===== src/rtl/regfile_pkg.sv =====
// Shared register-file definitions: address/data widths, the hardwired zero register
// and the write-back payload carried through the queue.
package regfile_pkg;

    localparam int unsigned REG_AW = 5;
    localparam int unsigned REG_DW = 32;
    localparam logic [REG_AW-1:0] REG_ZERO = REG_AW'(0);

    typedef struct packed {
        logic [REG_AW-1:0] addr;
        logic [REG_DW-1:0] data;
    } wb_entry_t;

endpackage


===== src/rtl/regfile_wb_queue_if.sv =====
// Producer, regfile-write and forward-query signals of the write-back queue.
// The master side belongs to the producers/decode, the slave side to the queue.
interface regfile_wb_queue_if #(
    parameter int unsigned DEPTH = 4
);
    import regfile_pkg::*;

    localparam int unsigned CW = $clog2(DEPTH) + 1;

    logic              mem_valid;
    logic              mem_ready;
    logic [REG_AW-1:0] mem_waddr;
    logic [REG_DW-1:0] mem_wdata;
    logic              alu_valid;
    logic              alu_ready;
    logic [REG_AW-1:0] alu_waddr;
    logic [REG_DW-1:0] alu_wdata;
    logic              rf_busy;
    logic              rf_wen;
    logic [REG_AW-1:0] rf_waddr;
    logic [REG_DW-1:0] rf_wdata;
    logic [REG_AW-1:0] q_addr1;
    logic              q_hit1;
    logic [REG_DW-1:0] q_data1;
    logic [REG_AW-1:0] q_addr2;
    logic              q_hit2;
    logic [REG_DW-1:0] q_data2;
    logic [CW-1:0]     count;

    modport master (
        output mem_valid, mem_waddr, mem_wdata, alu_valid, alu_waddr, alu_wdata,
               rf_busy, q_addr1, q_addr2,
        input  mem_ready, alu_ready, rf_wen, rf_waddr, rf_wdata,
               q_hit1, q_data1, q_hit2, q_data2, count
    );

    modport slave (
        input  mem_valid, mem_waddr, mem_wdata, alu_valid, alu_waddr, alu_wdata,
               rf_busy, q_addr1, q_addr2,
        output mem_ready, alu_ready, rf_wen, rf_waddr, rf_wdata,
               q_hit1, q_data1, q_hit2, q_data2, count
    );

endinterface


===== src/rtl/wb_fifo.sv =====
// In-order write-back storage: up to two pushes (a older than b) and one pop per cycle.
// Entries are presented oldest-first so the forwarding search can pick the youngest match.
module wb_fifo
    import regfile_pkg::*;
#(
    parameter  int unsigned DEPTH = 4,
    localparam int unsigned PW    = $clog2(DEPTH),
    localparam int unsigned CW    = $clog2(DEPTH) + 1
) (
    input  logic             clk,
    input  logic             rst,
    input  logic             push_a_i,
    input  wb_entry_t        data_a_i,
    input  logic             push_b_i,
    input  wb_entry_t        data_b_i,
    input  logic             pop_i,
    output wb_entry_t        ent_o [DEPTH],
    output logic [DEPTH-1:0] vld_o,
    output logic [CW-1:0]    count_o
);

    wb_entry_t     mem_q [DEPTH];
    logic [PW-1:0] wr_ptr_q, wr_ptr_d, wr_ptr_b;
    logic [PW-1:0] rd_ptr_q, rd_ptr_d;
    logic [CW-1:0] count_q, count_d;

    // Power-of-2 depth lets the pointers wrap by plain overflow.
    always_comb begin
        wr_ptr_b = push_a_i ? wr_ptr_q + PW'(1) : wr_ptr_q;
        wr_ptr_d = wr_ptr_q + PW'(push_a_i) + PW'(push_b_i);
        rd_ptr_d = rd_ptr_q + PW'(pop_i);
        count_d  = count_q + CW'(push_a_i) + CW'(push_b_i) - CW'(pop_i);
    end

    always_ff @(posedge clk or posedge rst) begin
        if (rst) begin
            wr_ptr_q <= '0;
            rd_ptr_q <= '0;
            count_q  <= '0;
        end else begin
            wr_ptr_q <= wr_ptr_d;
            rd_ptr_q <= rd_ptr_d;
            count_q  <= count_d;
        end
    end

    always_ff @(posedge clk) begin
        if (push_a_i) mem_q[wr_ptr_q] <= data_a_i;
        if (push_b_i) mem_q[wr_ptr_b] <= data_b_i;
    end

    // Slot k of the view is the k-th oldest entry; ent_o[0] is the head.
    always_comb begin
        for (int unsigned k = 0; k < DEPTH; k++) begin
            ent_o[k] = mem_q[rd_ptr_q + PW'(k)];
            vld_o[k] = CW'(k) < count_q;
        end
    end

    assign count_o = count_q;

endmodule


===== src/rtl/regfile_wb_queue.sv =====
// Write-back initiator: merges mem and ALU results through an in-order queue into the
// single regfile write port and forwards the youngest pending value to decode.
module regfile_wb_queue
    import regfile_pkg::*;
#(
    parameter int unsigned DEPTH = 4
) (
    input  logic              clk,
    input  logic              rst,
    regfile_wb_queue_if.slave bus
);

    localparam int unsigned CW = $clog2(DEPTH) + 1;

    wb_entry_t         mem_e, alu_e;
    wb_entry_t         ent [DEPTH];
    logic [DEPTH-1:0]  vld;
    logic [CW-1:0]     count, free;
    logic              mem_zero, alu_zero, mem_rdy, alu_rdy, mem_push, alu_push, pop;
    logic              rf_wen_q, rf_wen_d;
    logic [REG_AW-1:0] rf_waddr_q, rf_waddr_d;
    logic [REG_DW-1:0] rf_wdata_q, rf_wdata_d;
    logic              hit1, hit2;
    logic [REG_DW-1:0] data1, data2;

    // Zero-destination results are swallowed; free space ignores a same-cycle pop.
    always_comb begin
        mem_e    = '{addr: bus.mem_waddr, data: bus.mem_wdata};
        alu_e    = '{addr: bus.alu_waddr, data: bus.alu_wdata};
        free     = CW'(DEPTH) - count;
        mem_zero = bus.mem_waddr == REG_ZERO;
        alu_zero = bus.alu_waddr == REG_ZERO;
        mem_rdy  = mem_zero || (free != '0);
        alu_rdy  = alu_zero || (free >= CW'(2)) ||
                   ((free == CW'(1)) && !(bus.mem_valid && !mem_zero));
        mem_push = bus.mem_valid && mem_rdy && !mem_zero;
        alu_push = bus.alu_valid && alu_rdy && !alu_zero;
        pop      = (count != '0) && !bus.rf_busy;
    end

    wb_fifo #(.DEPTH(DEPTH)) u_fifo (
        .clk      (clk),
        .rst      (rst),
        .push_a_i (mem_push),
        .data_a_i (mem_e),
        .push_b_i (alu_push),
        .data_b_i (alu_e),
        .pop_i    (pop),
        .ent_o    (ent),
        .vld_o    (vld),
        .count_o  (count)
    );

    always_comb begin
        rf_wen_d   = pop;
        rf_waddr_d = rf_waddr_q;
        rf_wdata_d = rf_wdata_q;
        if (pop) begin
            rf_waddr_d = ent[0].addr;
            rf_wdata_d = ent[0].data;
        end
    end

    always_ff @(posedge clk or posedge rst) begin
        if (rst) begin
            rf_wen_q   <= 1'b0;
            rf_waddr_q <= '0;
            rf_wdata_q <= '0;
        end else begin
            rf_wen_q   <= rf_wen_d;
            rf_waddr_q <= rf_waddr_d;
            rf_wdata_q <= rf_wdata_d;
        end
    end

    // Output stage is the oldest candidate; queue entries scanned oldest-first so the youngest wins.
    always_comb begin
        hit1  = 1'b0;
        data1 = '0;
        hit2  = 1'b0;
        data2 = '0;
        if (rf_wen_q && (rf_waddr_q == bus.q_addr1)) begin
            hit1  = 1'b1;
            data1 = rf_wdata_q;
        end
        if (rf_wen_q && (rf_waddr_q == bus.q_addr2)) begin
            hit2  = 1'b1;
            data2 = rf_wdata_q;
        end
        for (int unsigned k = 0; k < DEPTH; k++) begin
            if (vld[k] && (ent[k].addr == bus.q_addr1)) begin
                hit1  = 1'b1;
                data1 = ent[k].data;
            end
            if (vld[k] && (ent[k].addr == bus.q_addr2)) begin
                hit2  = 1'b1;
                data2 = ent[k].data;
            end
        end
        if (bus.q_addr1 == REG_ZERO) begin
            hit1  = 1'b0;
            data1 = '0;
        end
        if (bus.q_addr2 == REG_ZERO) begin
            hit2  = 1'b0;
            data2 = '0;
        end
    end

    assign bus.mem_ready = mem_rdy;
    assign bus.alu_ready = alu_rdy;
    assign bus.rf_wen    = rf_wen_q;
    assign bus.rf_waddr  = rf_waddr_q;
    assign bus.rf_wdata  = rf_wdata_q;
    assign bus.q_hit1    = hit1;
    assign bus.q_data1   = data1;
    assign bus.q_hit2    = hit2;
    assign bus.q_data2   = data2;
    assign bus.count     = count;

endmodule


===== src/flat_wrapper.sv =====
// flat-port wrapper written by rule: the top's interface ports become plain ports
module regfile_wb_queue_flat import regfile_pkg::*;
#(
    parameter int unsigned DEPTH = 4
)
  (clk, rst, bus_mem_valid, bus_mem_waddr, bus_mem_wdata, bus_alu_valid, bus_alu_waddr, bus_alu_wdata, bus_rf_busy, bus_q_addr1, bus_q_addr2, bus_mem_ready, bus_alu_ready, bus_rf_wen, bus_rf_waddr, bus_rf_wdata, bus_q_hit1, bus_q_data1, bus_q_hit2, bus_q_data2, bus_count);
  regfile_wb_queue_if #(.DEPTH(DEPTH)) bus_i ();
  input  logic clk;
  input  logic rst;
  input wire logic [$bits(bus_i.mem_valid)-1:0] bus_mem_valid;
  input wire logic [$bits(bus_i.mem_waddr)-1:0] bus_mem_waddr;
  input wire logic [$bits(bus_i.mem_wdata)-1:0] bus_mem_wdata;
  input wire logic [$bits(bus_i.alu_valid)-1:0] bus_alu_valid;
  input wire logic [$bits(bus_i.alu_waddr)-1:0] bus_alu_waddr;
  input wire logic [$bits(bus_i.alu_wdata)-1:0] bus_alu_wdata;
  input wire logic [$bits(bus_i.rf_busy)-1:0] bus_rf_busy;
  input wire logic [$bits(bus_i.q_addr1)-1:0] bus_q_addr1;
  input wire logic [$bits(bus_i.q_addr2)-1:0] bus_q_addr2;
  output wire logic [$bits(bus_i.mem_ready)-1:0] bus_mem_ready;
  output wire logic [$bits(bus_i.alu_ready)-1:0] bus_alu_ready;
  output wire logic [$bits(bus_i.rf_wen)-1:0] bus_rf_wen;
  output wire logic [$bits(bus_i.rf_waddr)-1:0] bus_rf_waddr;
  output wire logic [$bits(bus_i.rf_wdata)-1:0] bus_rf_wdata;
  output wire logic [$bits(bus_i.q_hit1)-1:0] bus_q_hit1;
  output wire logic [$bits(bus_i.q_data1)-1:0] bus_q_data1;
  output wire logic [$bits(bus_i.q_hit2)-1:0] bus_q_hit2;
  output wire logic [$bits(bus_i.q_data2)-1:0] bus_q_data2;
  output wire logic [$bits(bus_i.count)-1:0] bus_count;
  assign bus_i.mem_valid = bus_mem_valid;
  assign bus_i.mem_waddr = bus_mem_waddr;
  assign bus_i.mem_wdata = bus_mem_wdata;
  assign bus_i.alu_valid = bus_alu_valid;
  assign bus_i.alu_waddr = bus_alu_waddr;
  assign bus_i.alu_wdata = bus_alu_wdata;
  assign bus_i.rf_busy = bus_rf_busy;
  assign bus_i.q_addr1 = bus_q_addr1;
  assign bus_i.q_addr2 = bus_q_addr2;
  assign bus_mem_ready = bus_i.mem_ready;
  assign bus_alu_ready = bus_i.alu_ready;
  assign bus_rf_wen = bus_i.rf_wen;
  assign bus_rf_waddr = bus_i.rf_waddr;
  assign bus_rf_wdata = bus_i.rf_wdata;
  assign bus_q_hit1 = bus_i.q_hit1;
  assign bus_q_data1 = bus_i.q_data1;
  assign bus_q_hit2 = bus_i.q_hit2;
  assign bus_q_data2 = bus_i.q_data2;
  assign bus_count = bus_i.count;
  regfile_wb_queue #(.DEPTH(DEPTH)) u_core (.clk(clk), .rst(rst), .bus(bus_i));
endmodule

===== config.mk =====
export PLATFORM = sky130hd
export DESIGN_NAME = regfile_wb_queue_flat
export DESIGN_NICKNAME = d
export VERILOG_FILES = /design/src/rtl/regfile_pkg.sv /design/src/rtl/regfile_wb_queue_if.sv /design/src/rtl/wb_fifo.sv /design/src/rtl/regfile_wb_queue.sv /design/src/flat_wrapper.sv
export SDC_FILE = /design/constraint.sdc
export NUM_CORES = 1
export LEC_CHECK = 0
export ABC_AREA = 1
export ABC_CLOCK_PERIOD_IN_PS = 3140
export BUFFER_PORTS_ARGS = -buffer_cell sky130_fd_sc_hd__buf_2
export CAP_MARGIN = 20
export CORE_MARGIN = 2
export CORE_UTILIZATION = 54
export CTS_CLUSTER_SIZE = 16
export DETAILED_ROUTE_END_ITERATION = 12
export PLACE_DENSITY_LB_ADDON = 0.3
export SYNTH_ARGS = -nofsm -noshare
export SYNTH_HDL_FRONTEND = slang
export SYNTH_SLANG_ARGS = --single-unit
export TNS_END_PERCENT = 5

===== constraint.sdc =====
create_clock -name clk -period 3.14 [get_ports clk]
set_input_delay 0.314 -clock clk [delete_from_list [all_inputs] [get_ports clk]]
set_output_delay 0.314 -clock clk [all_outputs]
set_load 0.05 [all_outputs]

Word-level counts from Yosys, hierarchy flattened
Memories as Yosys holds them, arrays and structs flattened.
Cells that the tools add are included.
Widths: inputs -> output; s select.
- multiplexer cells: 29
- equal/unequal tests: 11
- $lt $le $gt $ge: 5
- reductions and logical operators: 30
- $add $sub $neg: 11
- operators with widths (operator ; number):
    $mux 32 ; 12
    $eq 5x5->1 ; 10
    $logic_not 5->1 ; 4
    $logic_and 1x1->1 ; 17
    $mux 1 ; 16
    $add 2x1->2 ; 3
    $add 3x1->3 ; 2
    $lt 1x3->1 const A ; 2
    $lt 2x3->1 const A ; 2
    $reduce_bool 3->1 ; 2
    $add 2x1->2 const B ; 2
    $add 2x2->2 const B ; 2
    $logic_not 1->1 ; 4
    $eq 3x1->1 const B ; 1
    $ge 3x2->1 const B ; 1
    $logic_or 1x1->1 ; 3
    $sub 3x1->3 ; 1
    $sub 3x3->3 const A ; 1
    $mux 2 ; 1
- register bits after elaboration: 45
- output and inout bits: 109
- bits of input ports: 89
- logic and storage cells: 93
- bits in writable memories: 148
- memories: 1
- memory list (name ; words ; bits a word ; rd ports ; clocked after Yosys merged registers in ; write ports ; RTL line ; text):
    u_core.u_fifo.mem_q ; 4 ; 37 ; 4 ; 0 ; 2 ; wb_fifo.sv:22 ; wb_entry_t mem_q [DEPTH];

Depth between registers and ports, before layout
- depth after elaboration: 10
- gate-level depth with buffers: 17
- mapped depth without buffers: 13

Modules after synthesis
Synthesis repeated with hierarchy kept, for this count alone.
- cell total of the unflattened synthesis: 2544
- area, all modules: 17285.3 sq um
- by module, submodules not included (module ; area each (sq um) ; cells an instance ; sequential area each (sq um) ; instances):
    wb_fifo ; 10919.2 ; 1407 ; 4619.4 ; 1
    regfile_wb_queue ; 6366.1 ; 1137 ; 950.9 ; 1

Least setup slack after synthesis
OpenSTA, ideal clock, no wires.
- path kind: register to register
- from: register u_core.u_fifo.count_q[0] (netlist: u_core.u_fifo.count_o[0])
- to: memory u_core.u_fifo.mem_q[0][0] in the netlist's numbering (enable)
- required time: 2.745 ns
- arrival: 3.219 ns
- library setup time: 0.395 ns
- cell stages (with the launch flop): 12
- clock period less this slack: 3.613 ns
- path slack: -0.473 ns
- path buffers: 1
- cells stage by stage: dfrtp_1 > inv_1 > ha_1 > ha_1 > nand3_1 > a21oi_1 > inv_1 > nand3_1 > inv_2 > nand3_1 > clkbuf_1 > nand2_1
- RTL lines (element ; RTL line ; text):
    start, declared ; wb_fifo.sv:25 ; logic [CW-1:0] count_q, count_d;
    start signal, assigned ; wb_fifo.sv:43 ; count_q <= count_d;
    end, declared ; wb_fifo.sv:22 ;

Worst setup path after layout
- from: register u_core.u_fifo.rd_ptr_q[0]
- to: output port bus_q_data2[8]
- word-level cells in the longest chain between the ends: 8
- elaborated cells between the ends (all ways): 17
- classes of those cells: add/sub: 3; eq/ne: 4; mux: 5; reduce/logical: 4; memory: 1
- RTL lines (element ; RTL line ; text):
    start, declared ; wb_fifo.sv:24 ; logic [PW-1:0] rd_ptr_q, rd_ptr_d;
    start signal, assigned ; wb_fifo.sv:42 ; rd_ptr_q <= rd_ptr_d;
    $add 2x1->2 / $mem_v2 4x37 (equally long branches) ; n/a ;
    $mem_v2 4x37 * ; n/a ;
    $eq 5x5->1 / $logic_and 1x1->1 (equally long branches) ; regfile_wb_queue.sv:95 ; if (vld[k] && (ent[k].addr == bus.q_addr2)) begin
    $logic_and 1x1->1 / $mux 32 (equally long branches) ; regfile_wb_queue.sv:95 ;
    $mux 32 (2 in series) ; regfile_wb_queue.sv:95 ;
    $mux 32 * ; regfile_wb_queue.sv:95 ;
    $mux 32 * ; regfile_wb_queue.sv:104 ; if (bus.q_addr2 == REG_ZERO) begin
    end, declared ; flat_wrapper.sv:27 ; output wire logic [$bits(bus_i.q_data2)-1:0] bus_q_data2;
Every way passes the cells marked *; elsewhere a longest branch is shown, timed or not.

==> impl_metrics.tcl <==
set metrics [dict create \
    synth_common_cells "795 x nand2_1, 446 x o21ai_0, 283 x nor2_1" \
    postRouteAntennaNets 0 \
    first_global_vias 15700 \
    route.detailed.drc 0 \
    r2r-end "u_core.u_fifo.mem_q[1][1]" \
    max_cap_violations 0 \
    failed_checks "negative setup slack" \
    clock_latency_ns 0.47 \
    worst-r2r-setup-slack_ns 0.28 \
    start_util_pct 54.4 \
    r2r-start "u_core.u_fifo.count_o[0]" \
    htreeDepth 4 \
    routed-via-count 18400 \
    path_max_fanout 11 \
    io_pins 198 \
    critPathKind "flop to primary output" \
    grt_max_degree 127 \
    fin_crit_sh_pct 110 \
    die_area_sq_mm 0.0310 \
    yosysUniqueCellTypes 38 \
    layout-drive-gt1-share_pct 19.8 \
    clock_sinks 193 \
    tightest_slew_ns 0.901 \
    grt_overflow 0 \
    fin_util_pct 67.7 \
    grt_pass1_wl_microns 92700 \
    finalHoldViolations 0 \
    post-route-min-period_ns 3.45 \
    netlist.area_leader.share_pct 27.8 \
    avgSynthCellArea_sq_um 6.43 \
    cts.hold.buffers_added 0 \
    rsz0062_at_grt "true" \
    min_path_type "primary input to asynchronous set/reset pin" \
    core_area_sq_mm 0.0294 \
    synth_cells 2489 \
    routed_via_density 6.00 \
    cts_tree "built" \
    clk_pin_slew_ns 0.09 \
    wl_microns 63500 \
    max_freq_mhz 290 \
    arrival_ns 3.13 \
    rr_worst_depth 11 \
    yosys_warnings 0 \
    hpwl_microns 43300 \
    area_growth_syn_to_layout_pct 24.4 \
    place_congestion 1.00 \
    antenna_found_initial 1 \
    synth_top_cell_by_area "edfxtp_1" \
    place_area_sq_mm 0.0179 \
    whs_ns 0.0307 \
    clock-root-buffer "clkbuf_16" \
    fp-row-count 63 \
    synth_most_common_cell "nand2_1" \
    synthFlopType "edfxtp_1" \
    dr.pass1.iters 11 \
    synth_area_leaders "edfxtp_1 28%, nand2_1 19%, o21ai_0 14%" \
    cp_data_required_time_ns 2.83 \
    cts_buffer_depth 2 \
    slew-limit-headroom_pct 39.9 \
    layout.nets 2774 \
    synth_edf_count 148 \
    portBuffers 197 \
    fin_setup_tns_ns -15.92 \
    setup_viol 66 \
    status "finished, violations left" \
    cts-buffers-inserted 17 \
    n_antenna_cell 0 \
    synth-async-reset-ratio_pct 23.3 \
    cp_common_cell "buf_12" \
    slew_viol_final 0 \
    track_usage_pct 39.0 \
    cp-start-kind "flop" \
    skew_ns 0.0131 \
    syn_area_sq_mm 0.0160 \
    wl_per_cell_microns 20.7 \
    die_y_microns 176 \
    end_kind "primary output" \
    syn_nets 2594 \
    die_x_microns 176 \
    ys_ff_latch 193 \
    max_stage_delay_ns 0.55 \
    seq_area_frac_synth_pct 34.8 \
    drt_iter0_drc 3464 \
    setup_ws_ns -0.308 \
    postLayoutCellArea_sq_mm 0.0199 \
    slowest_stage "dfrtp_4" \
    crit_chain "buf_8, xor2_4, buf_12, buf_12, nand2_1, nand3_1, a21oi_2, nand3_4, buf_12, buf_12, nand3_1, nand2_1, a21oi_1, buf_4" \
]
-- cell usage in the layout, fill, tap and decap left out, types with 4 or more instances in the layout --
cell	instances
buf_4	101
a21oi_1	20
nand2_1	764
edfxtp_1	148
inv_1	169
a21oi_2	50
nand2_2	31
nand4_1	69
o21ai_2	10
nand3_1	130
ha_1	13
xor2_1	15
or2_2	4
dfrtp_1	42
buf_12	38
o21ai_1	21
inv_8	4
nor2_4	10
or2_0	27
inv_2	4
nor2_2	5
clkbuf_16	28
buf_2	132
o21ai_0	434
buf_6	57
o22ai_1	6
nor3_1	4
nand3_2	23
nor2_1	278
-- final cells by class --
| type | instances | area [sq um] |
|---|---|---|
| fill | 2436 | 9510 |
| multi-input combinational | 1935 | 9330 |
| sequential | 193 | 5580 |
| timing repair buffer | 345 | 3230 |
| inverter | 177 | 684 |
| tap | 390 | 488 |
| clock buffer | 18 | 429 |
| clock inverter | 14 | 153 |
-- state kept, by name, indices dropped and copies added, names as in the netlist --
name and cells:
u_core.u_fifo.mem_q 148, u_core.bus.rf_wdata 32, u_core.bus.rf_waddr 5, u_core.u_fifo.count_o 3, u_core.u_fifo.rd_ptr_q 2, u_core.u_fifo.wr_ptr_q 2
u_core.bus.rf_wen 1
-- metal layers --
layer	track usage, %	routed length [microns]
met5	0	15
met4	7.92	1950
met3	11.0	9510
met2	52.7	24900
met1	61.2	27100
-- metrics by stage --
stage	worst slack, ns	std cells
floorplan	0.0995	2489
finish	-0.308	3072
global placement	-0.0605	3010
CTS	-0.252	3050
detailed placement	-0.00231	3010
global route	-0.366	3072
-- critical path, delay by kind of cell (launching register included) --
| kind | cells | cell delay, ns |
|---|---|---|
| flip-flops | 1 | 0.55 |
| buffers and inverters | 6 | 1.01 |
| AND/OR/NAND/NOR | 5 | 0.56 |
| AO/OA/AOI/OAI | 2 | 0.36 |
| XOR/XNOR | 1 | 0.18 |
-- repair_timing --
action / CTS / global route
gates cloned: 3 / 12
setup endpoints to repair: 66 / 68
setup buffers: 5 / 12
resized for setup: 160 / 117
pin swaps: 8 / 37
-- cells by family (layout without fill, tap and decap cells) --
kind of cell	count (synthesis)	in the layout	synth area share, %
AND/OR/NAND/NOR	1351	1351	35.0
AO/OA/AOI/OAI	547	547	17.3
buffers and inverters	361	554	10.1
flip-flops	193	193	34.8
XOR/XNOR	18	18	1.22
adder cells (fa/ha/maj)	16	16	1.39
multiplexers	3	3	0.188
-- worst max-delay path by stage --
stage               depth (start not counted)                  endpoint                       from
CTS                                        15            bus_q_data1[0]  u_core.u_fifo.rd_ptr_q[0]
floorplan                                  12  u_core.u_fifo.count_o[2]   u_core.u_fifo.count_o[0]
detailed placement                         13           bus_q_data1[14]  u_core.u_fifo.rd_ptr_q[0]
global placement                           13           bus_q_data1[14]  u_core.u_fifo.rd_ptr_q[0]
global route                               14            bus_q_data2[4]  u_core.u_fifo.rd_ptr_q[0]
finish                                     14            bus_q_data2[8]  u_core.u_fifo.rd_ptr_q[0]
Power is not shown: default switching activity piles up to over one toggle a cycle in this logic, so the estimate is an artifact.
